<file path="config.mk">
export PLATFORM = sky130hd
export DESIGN_NAME = mesh_unloader
export DESIGN_NICKNAME = d
export VERILOG_FILES = /design/src/rtl/mesh_unloader.sv
export SDC_FILE = /design/constraint.sdc
export NUM_CORES = 1
export LEC_CHECK = 0
export ABC_AREA = 1
export BUFFER_PORTS_ARGS = -buffer_cell sky130_fd_sc_hd__buf_2
export CORE_MARGIN = 2
export CORE_UTILIZATION = 60
export CTS_BUF_LIST = sky130_fd_sc_hd__clkbuf_8
export CTS_CLUSTER_DIAMETER = 60
export DETAILED_ROUTE_END_ITERATION = 8
export PLACE_DENSITY = 0.88
export SYNTH_ARGS = -nofsm -noshare
export SYNTH_HDL_FRONTEND = slang
export SYNTH_SLANG_ARGS = --single-unit
</file>
<file path="constraint.sdc">
create_clock -name clk -period 4.9 [get_ports clk]
set_input_delay 0.98 -clock clk [delete_from_list [all_inputs] [get_ports clk]]
set_output_delay 0.98 -clock clk [all_outputs]
set_load 0.005 [all_outputs]
</file>
<file path="src/rtl/mesh_unloader.sv">
// Streams the subdivided mesh (header, vertices, faces) out of the result RAM
// over a valid/ready word stream, with a 2-entry read buffer for backpressure.
module mesh_unloader #(
    parameter int ADDR_WIDTH = 11
) (
    input  logic                  clk,
    input  logic                  rst,
    input  logic                  start,
    input  logic [31:0]           ram_do,
    output logic                  ram_en,
    output logic [ADDR_WIDTH-1:0] ram_a,
    output logic [3:0]            ram_we,
    output logic [31:0]           ram_di,
    output logic [31:0]           out_data,
    output logic                  out_valid,
    input  logic                  out_ready,
    output logic                  out_last,
    output logic                  busy,
    output logic                  err,
    output logic [2:0]            dbg_state
);

    // Stream handshake: a word moves when out_valid && out_ready on a rising
    // edge; once raised, out_valid/out_data/out_last hold until that transfer.

    localparam int PW = ADDR_WIDTH + 1;
    localparam logic [34:0] CAPACITY = 35'd1 << ADDR_WIDTH;

    typedef enum logic [2:0] {
        S_IDLE   = 3'd0,
        S_HDR    = 3'd1,
        S_CHECK  = 3'd2,
        S_STREAM = 3'd3,
        S_DRAIN  = 3'd4
    } state_t;

    state_t                state_q, state_d;
    logic                  hdr_phase_q;
    logic [31:0]           v_q;
    logic [PW-1:0]         t_q;
    logic [PW-1:0]         rd_ptr_q;
    logic [PW-1:0]         last_addr;
    logic [ADDR_WIDTH-1:0] ram_a_q;
    logic                  inflight_q, inflight_last_q;
    logic [31:0]           fifo_d0, fifo_d1;
    logic                  fifo_l0, fifo_l1;
    logic [1:0]            fifo_cnt;
    logic                  err_q;

    logic                  issue, issue_last;
    logic [ADDR_WIDTH-1:0] issue_addr;
    logic                  push, push_last, pop, flush, err_d;
    logic [2:0]            occupancy;
    logic                  credit_ok;
    logic [34:0]           t_calc;
    logic                  overflow;

    // Wide enough that no pair of 32-bit header values can wrap.
    assign t_calc    = 35'd2 + (35'(v_q) * 35'd3) + (35'(ram_do) << 2);
    assign overflow  = t_calc > CAPACITY;
    assign last_addr = t_q - PW'(1);

    assign out_valid = ((state_q == S_STREAM) || (state_q == S_DRAIN)) && (fifo_cnt != 2'd0);
    assign out_data  = fifo_d0;
    assign out_last  = out_valid && fifo_l0;
    assign pop       = out_valid && out_ready;
    assign occupancy = {1'b0, fifo_cnt} + {2'b00, inflight_q} - {2'b00, pop};
    assign credit_ok = occupancy < 3'd2;

    assign busy      = (state_q != S_IDLE);
    assign err       = err_q;
    assign ram_en    = issue;
    assign ram_a     = issue ? issue_addr : ram_a_q;
    assign ram_we    = 4'b0000;
    assign ram_di    = 32'd0;
    assign dbg_state = state_q;

    always_comb begin
        state_d    = state_q;
        issue      = 1'b0;
        issue_addr = ram_a_q;
        issue_last = 1'b0;
        push       = inflight_q;
        push_last  = inflight_last_q;
        flush      = 1'b0;
        err_d      = 1'b0;
        case (state_q)
            S_IDLE: begin
                if (start) state_d = S_HDR;
            end
            S_HDR: begin
                issue      = 1'b1;
                issue_addr = hdr_phase_q ? ADDR_WIDTH'(1) : '0;
                if (hdr_phase_q) state_d = S_CHECK;
            end
            S_CHECK: begin
                // Word 1 lands this cycle; it is the last word only for an empty mesh.
                push_last = (t_calc == 35'd2);
                if (overflow) begin
                    flush   = 1'b1;
                    err_d   = 1'b1;
                    state_d = S_IDLE;
                end else if (t_calc == 35'd2) begin
                    state_d = S_DRAIN;
                end else begin
                    state_d = S_STREAM;
                end
            end
            S_STREAM: begin
                if (credit_ok) begin
                    issue      = 1'b1;
                    issue_addr = rd_ptr_q[ADDR_WIDTH-1:0];
                    issue_last = (rd_ptr_q == last_addr);
                    if (issue_last) state_d = S_DRAIN;
                end
            end
            S_DRAIN: begin
                if (!inflight_q && ((fifo_cnt == 2'd0) || ((fifo_cnt == 2'd1) && pop)))
                    state_d = S_IDLE;
            end
            default: state_d = S_IDLE;
        endcase
    end

    always_ff @(posedge clk) begin
        if (rst) begin
            state_q         <= S_IDLE;
            hdr_phase_q     <= 1'b0;
            v_q             <= '0;
            t_q             <= '0;
            rd_ptr_q        <= '0;
            ram_a_q         <= '0;
            inflight_q      <= 1'b0;
            inflight_last_q <= 1'b0;
            fifo_d0         <= '0;
            fifo_d1         <= '0;
            fifo_l0         <= 1'b0;
            fifo_l1         <= 1'b0;
            fifo_cnt        <= '0;
            err_q           <= 1'b0;
        end else begin
            state_q         <= state_d;
            err_q           <= err_d;
            inflight_q      <= issue;
            inflight_last_q <= issue_last;
            if (issue) ram_a_q <= issue_addr;
            if (state_q == S_IDLE) hdr_phase_q <= 1'b0;
            if (state_q == S_HDR) begin
                hdr_phase_q <= 1'b1;
                if (hdr_phase_q) v_q <= ram_do;
            end
            if ((state_q == S_CHECK) && !overflow) begin
                t_q      <= t_calc[PW-1:0];
                rd_ptr_q <= PW'(2);
            end
            if (issue && (state_q == S_STREAM)) rd_ptr_q <= rd_ptr_q + PW'(1);

            // Head lives in entry 0; the credit rule keeps a push off a full buffer.
            if (flush) begin
                fifo_cnt <= 2'd0;
            end else begin
                case ({push, pop})
                    2'b10: begin
                        if (fifo_cnt == 2'd0) begin
                            fifo_d0 <= ram_do;
                            fifo_l0 <= push_last;
                        end else begin
                            fifo_d1 <= ram_do;
                            fifo_l1 <= push_last;
                        end
                        fifo_cnt <= fifo_cnt + 2'd1;
                    end
                    2'b01: begin
                        fifo_d0  <= fifo_d1;
                        fifo_l0  <= fifo_l1;
                        fifo_cnt <= fifo_cnt - 2'd1;
                    end
                    2'b11: begin
                        if (fifo_cnt == 2'd1) begin
                            fifo_d0 <= ram_do;
                            fifo_l0 <= push_last;
                        end else begin
                            fifo_d0 <= fifo_d1;
                            fifo_l0 <= fifo_l1;
                            fifo_d1 <= ram_do;
                            fifo_l1 <= push_last;
                        end
                    end
                    default: ;
                endcase
            end
        end
    end

endmodule

</file>
# Word-level counts from Yosys, hierarchy flattened

Index checks and enable logic that the tools add are counted.

Order comparisons: 2
Reduce and logical (&&, ||, !) cells: 26
Equality and inequality tests: 18
Bitwise operators: 3
$mul: 1
Multiplexer cells: 34
Add/subtract/negate cells: 8

Operator list:

| kind                                                  | number |
|---|---|
| two-way mux 32 bit                                    | 4 |
| one-hot mux 32 bit (3 select lines)                   | 1 |
| one-hot mux 32 bit (2 select lines)                   | 1 |
| adder 2 x 34 -> 35 bit (first input constant)         | 1 |
| adder 35 x 34 -> 35 bit                               | 1 |
| == test 35 x 2 -> 1 bit (second input constant)       | 1 |
| > comparator 35 x 12 -> 1 bit (second input constant) | 1 |
| multiplier 32 x 2 -> 34 bit (second input constant)   | 1 |
| two-way mux 12 bit                                    | 2 |
| two-way mux 11 bit                                    | 2 |
| one-hot mux 11 bit (2 select lines)                   | 1 |
| two-way mux 3 bit                                     | 7 |
| one-hot mux 3 bit (5 select lines)                    | 1 |
| inequality test 2 bit (second input constant)         | 7 |
| adder 12 x 1 -> 12 bit (second input constant)        | 1 |
| == test 12 bit                                        | 1 |
| subtractor 12 x 1 -> 12 bit (second input constant)   | 1 |
| two-way mux 1 bit                                     | 11 |
| nonzero test 2 bit                                    | 5 |
| logical AND 1 bit                                     | 7 |
| == test 3 x 2 -> 1 bit (second input constant)        | 2 |
| nonzero test 3 bit                                    | 2 |
| AND reduction 5 bit                                   | 1 |
| == test 2 x 1 -> 1 bit (second input constant)        | 2 |
| 22 further kinds                                      | 28 |

Word-level logic and storage cells: 106
Bits in registers: 142
Output and inout bits: 87

# Longest topological paths before layout

Word-level depth: 10
Gate-level depth with buffers: 26
Mapped depth without buffers: 25

# Least setup slack after synthesis

OpenSTA, ideal clock, no wires.

Path type: in2out
Start: input out_ready
End: output ram_a[0]
Setup slack: 0.591 ns
Arrival: 3.329 ns
Stages on the path: 13
Cells stage by stage: inv_1 nor2_1 ha_1 or2_2 fa_1 xnor2_1 nand2_1 nor2_1 inv_2 nand2_1 inv_1 nand2_1 nand3_1

Word-level cells in the longest chain between the ends: 6

RTL lines:

| what                               | RTL line | source |
|---|---|---|
| from (decl)                        | 16       | `input logic out_ready,` |
| logical AND 1 bit                  | 66       | `assign pop = out_valid && out_ready;` |
| subtractor 3 x 1 -> 3 bit          | 67       | `assign occupancy = {1'b0, fifo_cnt} + {2'b00, inflight_q} - {2'b00, pop};` |
| < comparator 3 x 2 -> 1 bit        | 68       | `assign credit_ok = occupancy < 3'd2;` |
| two-way mux 1 bit                  | 110      | `if (credit_ok) begin` |
| one-hot mux 1 bit (2 select lines) | 87       | `case (state_q)` |
| net ram_en                         | 10       | `output logic ram_en,` |
| two-way mux 11 bit                 | --       |  |
| to (decl)                          | 11       | `output logic [ADDR_WIDTH-1:0] ram_a,` |

The timed path passes the listed nets, and every way through them passes these cells.

# Final worst setup path

Start: register fifo_cnt[1]
End: output ram_a[0]

Word-level cells in the longest chain between the ends: 8

RTL lines:

| what                                                                                             | RTL line | source |
|---|---|---|
| from (decl)                                                                                      | 47       | `logic [1:0] fifo_cnt;` |
| from (signal assigned)                                                                           | 171      | `fifo_cnt <= fifo_cnt + 2'd1;` |
| from (signal assigned)                                                                           | 176      | `fifo_cnt <= fifo_cnt - 2'd1;` |
| branches (longest 3 deep; another with adder 2 x 1 -> 3 bit)                                     | --       |  |
| subtractor 3 x 1 -> 3 bit (*)                                                                    | 67       |  |
| < comparator 3 x 2 -> 1 bit (*)                                                                  | 68       |  |
| two-way mux 11 bit / two-way mux 1 bit (equally long branches)                                   | 110      |  |
| one-hot mux 11 bit (2 select lines) / one-hot mux 1 bit (2 select lines) (equally long branches) | 87       |  |
| two-way mux 11 bit (*)                                                                           | --       |  |

Every way passes the cells marked *.

==> results.cfg <==
[timing]
hold_viol_final = 0
rsz0062_at_grt = no
skew_ns = 0.01537
tns_ns = 0
setup_violations = 0
drv_slew = 0
fmax_ghz = 0.2172
relSlewSlack_pct = 23.30
post-route-period-util_pct = 93.95
period_needed_ns = 4.604
tightest_slew_ns = 1.149

[global_routing]
grt.overflow.total = 0
grt_max_degree = 90
antenna_found_initial = 0
grt.total_usage_pct = 30.65
grt_pass1_wl_um = 44390
grt_pass1_vias = 9287

[power_and_ir_drop]
p_leak_nw = 5.321
vdd_ir_drop_max_mv = 0.1746
pwr_density_cell_nw_per_um2 = 323.9

[final_layout]
nFillCells = 1486
diodes = 0
area_growth_pct = 8.726
final_cells = 1853
mostFrequentLayoutCell = nand2_1
multi_input_area_um2 = 6036
final_cell_mix = nand2_1 (400), inv_1 (205), nor2_1 (173), dfxtp_1 (142), nand3_1 (129)
nets = 1732
drive_above_1_share_pct = 9.920
seqCellArea_um2 = 2843

[yosys]
netlist_area_um2 = 10020
synth_cell_types = 43
syn_inst = 1551
synth_flop_cell = dfxtp_1
ys_seq_elements = 142
synth_edf_count = 0
postSynthAreaPerCell_um2 = 6.463
async_reset_ff_share_pct = 0
yosysWarnings = 0
seq_area_frac_synth_pct = 28.36

[setup_path]
crit_required_ns = 3.92
critPathLaunchType = flop
arrival_ns = 3.62
path_max_fanout = 8
rrSetupSlack_ns = 0.89
r2r-end = out_data[30]
reg2reg_depth = 21
critPathKind = reg2out
r2r_start = v_q[1]
end_kind = output pin

[clock_tree]
clock_sinks = 142
cts_tree = built
cts.path.max_buffers = 2
clk_latency_ns = 0.45
htree_levels = 4
numCtsBuffers = 17
path_clk_slew_ns = 0.08
ctsRootBufferMaster = clkbuf_8

[drt]
via_count = 10040
drt_iter0_markers = 737
ant_nets = 0
drt_wl_total_um = 26770
drc = 0
first_pass_iters = 5
viasPerCell = 5.416
wire_per_inst_um = 14.45

[worst_hold_path]
whs_path_depth = 2
holdCritStartpoint = out_data[11]
min_to = out_data[11]
holdCritPathClass = reg2reg

[die]
core_area_um2 = 16470
die-width_um = 133.3
io_pins = 123
rows = 47
die_h_um = 133.3
die-area_um2 = 17760
start_util_pct = 60.87

[placement]
dp_hpwl_um = 20280
io_buffers = 86
dp.cells = 1819
place_congestion = 0.9653

[run_status]
status = finished clean

[job]
cap_violations = 0
synthesized netlist by cell type (9+ instances only):
master | number | area share, %
dfxtp_1 | 142 | 28
nand4_1 | 13 | 0.81
inv_1 | 201 | 7.5
buf_4 | 39 | 2.9
nand2_1 | 401 | 15
nor2_1 | 175 | 6.6
xor2_1 | 21 | 1.8
nor3_1 | 14 | 0.70
nand3_1 | 129 | 6.4
buf_2 | 9 | 0.45
o21ai_1 | 16 | 0.80
ha_1 | 44 | 5.5
fa_1 | 32 | 6.4
nand3b_1 | 9 | 0.67
a21oi_1 | 127 | 6.3
clkbuf_1 | 33 | 1.2
o21ai_0 | 82 | 4.1
final cells by class:
| cell class | instances | share of cell area [%] |
|---|---|---|
| flip-flops and latches | 142 | 26.08 |
| repair buffers | 103 | 5.121 |
| clock inverters | 14 | 1.401 |
| well taps | 220 | 2.526 |
| multi-input cells | 1147 | 55.38 |
| inverters | 209 | 7.210 |
| clock buffers | 18 | 2.273 |
per-layer routing:
layer | vias up | GRT usage (%) | routed length [um]
met5 | - | 0 | 0
met4 | 0 | 10.40 | 633
met3 | 53 | 7.344 | 2047
met2 | 375 | 51.78 | 12760
met1 | 4616 | 38.54 | 11330
li1 | 4992 | - | -
critical path, stage by stage (launching register included):
cell and delay [ns]:
dfxtp_1 0.40, inv_1 0.10, ha_1 0.21, inv_1 0.11, o21ai_1 0.13, nor2_2 0.18, ha_1 0.24, or2_2 0.30
fa_1 0.38, xnor2_1 0.15, nand2_1 0.09, nor2_1 0.15, inv_2 0.06, nand2_2 0.14, inv_1 0.16, nand2_1 0.11
nand3_1 0.11, buf_2 0.15
where the power goes:
part	switching [W]	internal, W	leakage (nW)
logic	0.000832	0.000407	3.96
clock network	0.000457	0.000509	0.214
registers	0.0000716	0.00125	1.15
logic make-up (layout without fill, tap and decap cells):
family | after synthesis | after routing | share of synthesized area (%)
other cells | 1 | 36 | 0.03741
flops | 142 | 142 | 28.36
simple gates | 765 | 765 | 31.89
xor+xnor | 28 | 28 | 2.447
buf+inv | 297 | 344 | 12.93
compound gates | 242 | 242 | 12.45
fa+ha+maj | 76 | 76 | 11.88
per-stage QoR:
stage	utilization [%]	power [W]	hold WS (ns)	setup slack, ns	cell area, um2
2_1_floorplan	-	0.002213	0.4481	0.5906	10150
3_3_place_gp	63.60	0.002529	0.4451	0.2847	10470
3_5_place_dp	63.60	0.002563	0.4508	0.1922	10470
4_1_cts	66.08	0.003527	0.4631	0.04337	10880
5_1_grt	66.19	0.003753	0.4733	0.02041	10900
6_report	66.19	0.003530	0.4596	0.2964	10900
worst max-delay path by stage:
| stage | end | startpoint | cells after the start | slack [ns] |
|---|---|---|---|---|
| finish | ram_a[0] | fifo_cnt[1] | 17 | 0.30 |
| global route | ram_a[0] | dbg_state[1] | 16 | 0.02 |
| CTS | ram_a[0] | fifo_cnt[1] | 17 | 0.04 |
| detailed placement | fifo_d1[1] | ram_do[0] | 24 | 0.19 |
| global placement | out_data[29] | ram_do[0] | 22 | 0.28 |
| floorplan | ram_a[0] | out_ready | 13 | 0.59 |
state kept, by name, summed over array words and instances (netlist names):
signal	count
out_data	32
ram_a_q	11
inflight_q	1
inflight_last_q	1
err	1
fifo_cnt	2
t_q	12
v_q	32
fifo_l1	1
hdr_phase_q	1
dbg_state	3
fifo_d1	32
fifo_l0	1
rd_ptr_q	12
timing repair:
action                                  CTS  global route
hold buffers                              0             0
pin swaps                                 0             1
gates resized for setup                   2             2
buffers inserted                          0             2
endpoints found under the setup margin    5             5
(Power assumes the default switching activity.)
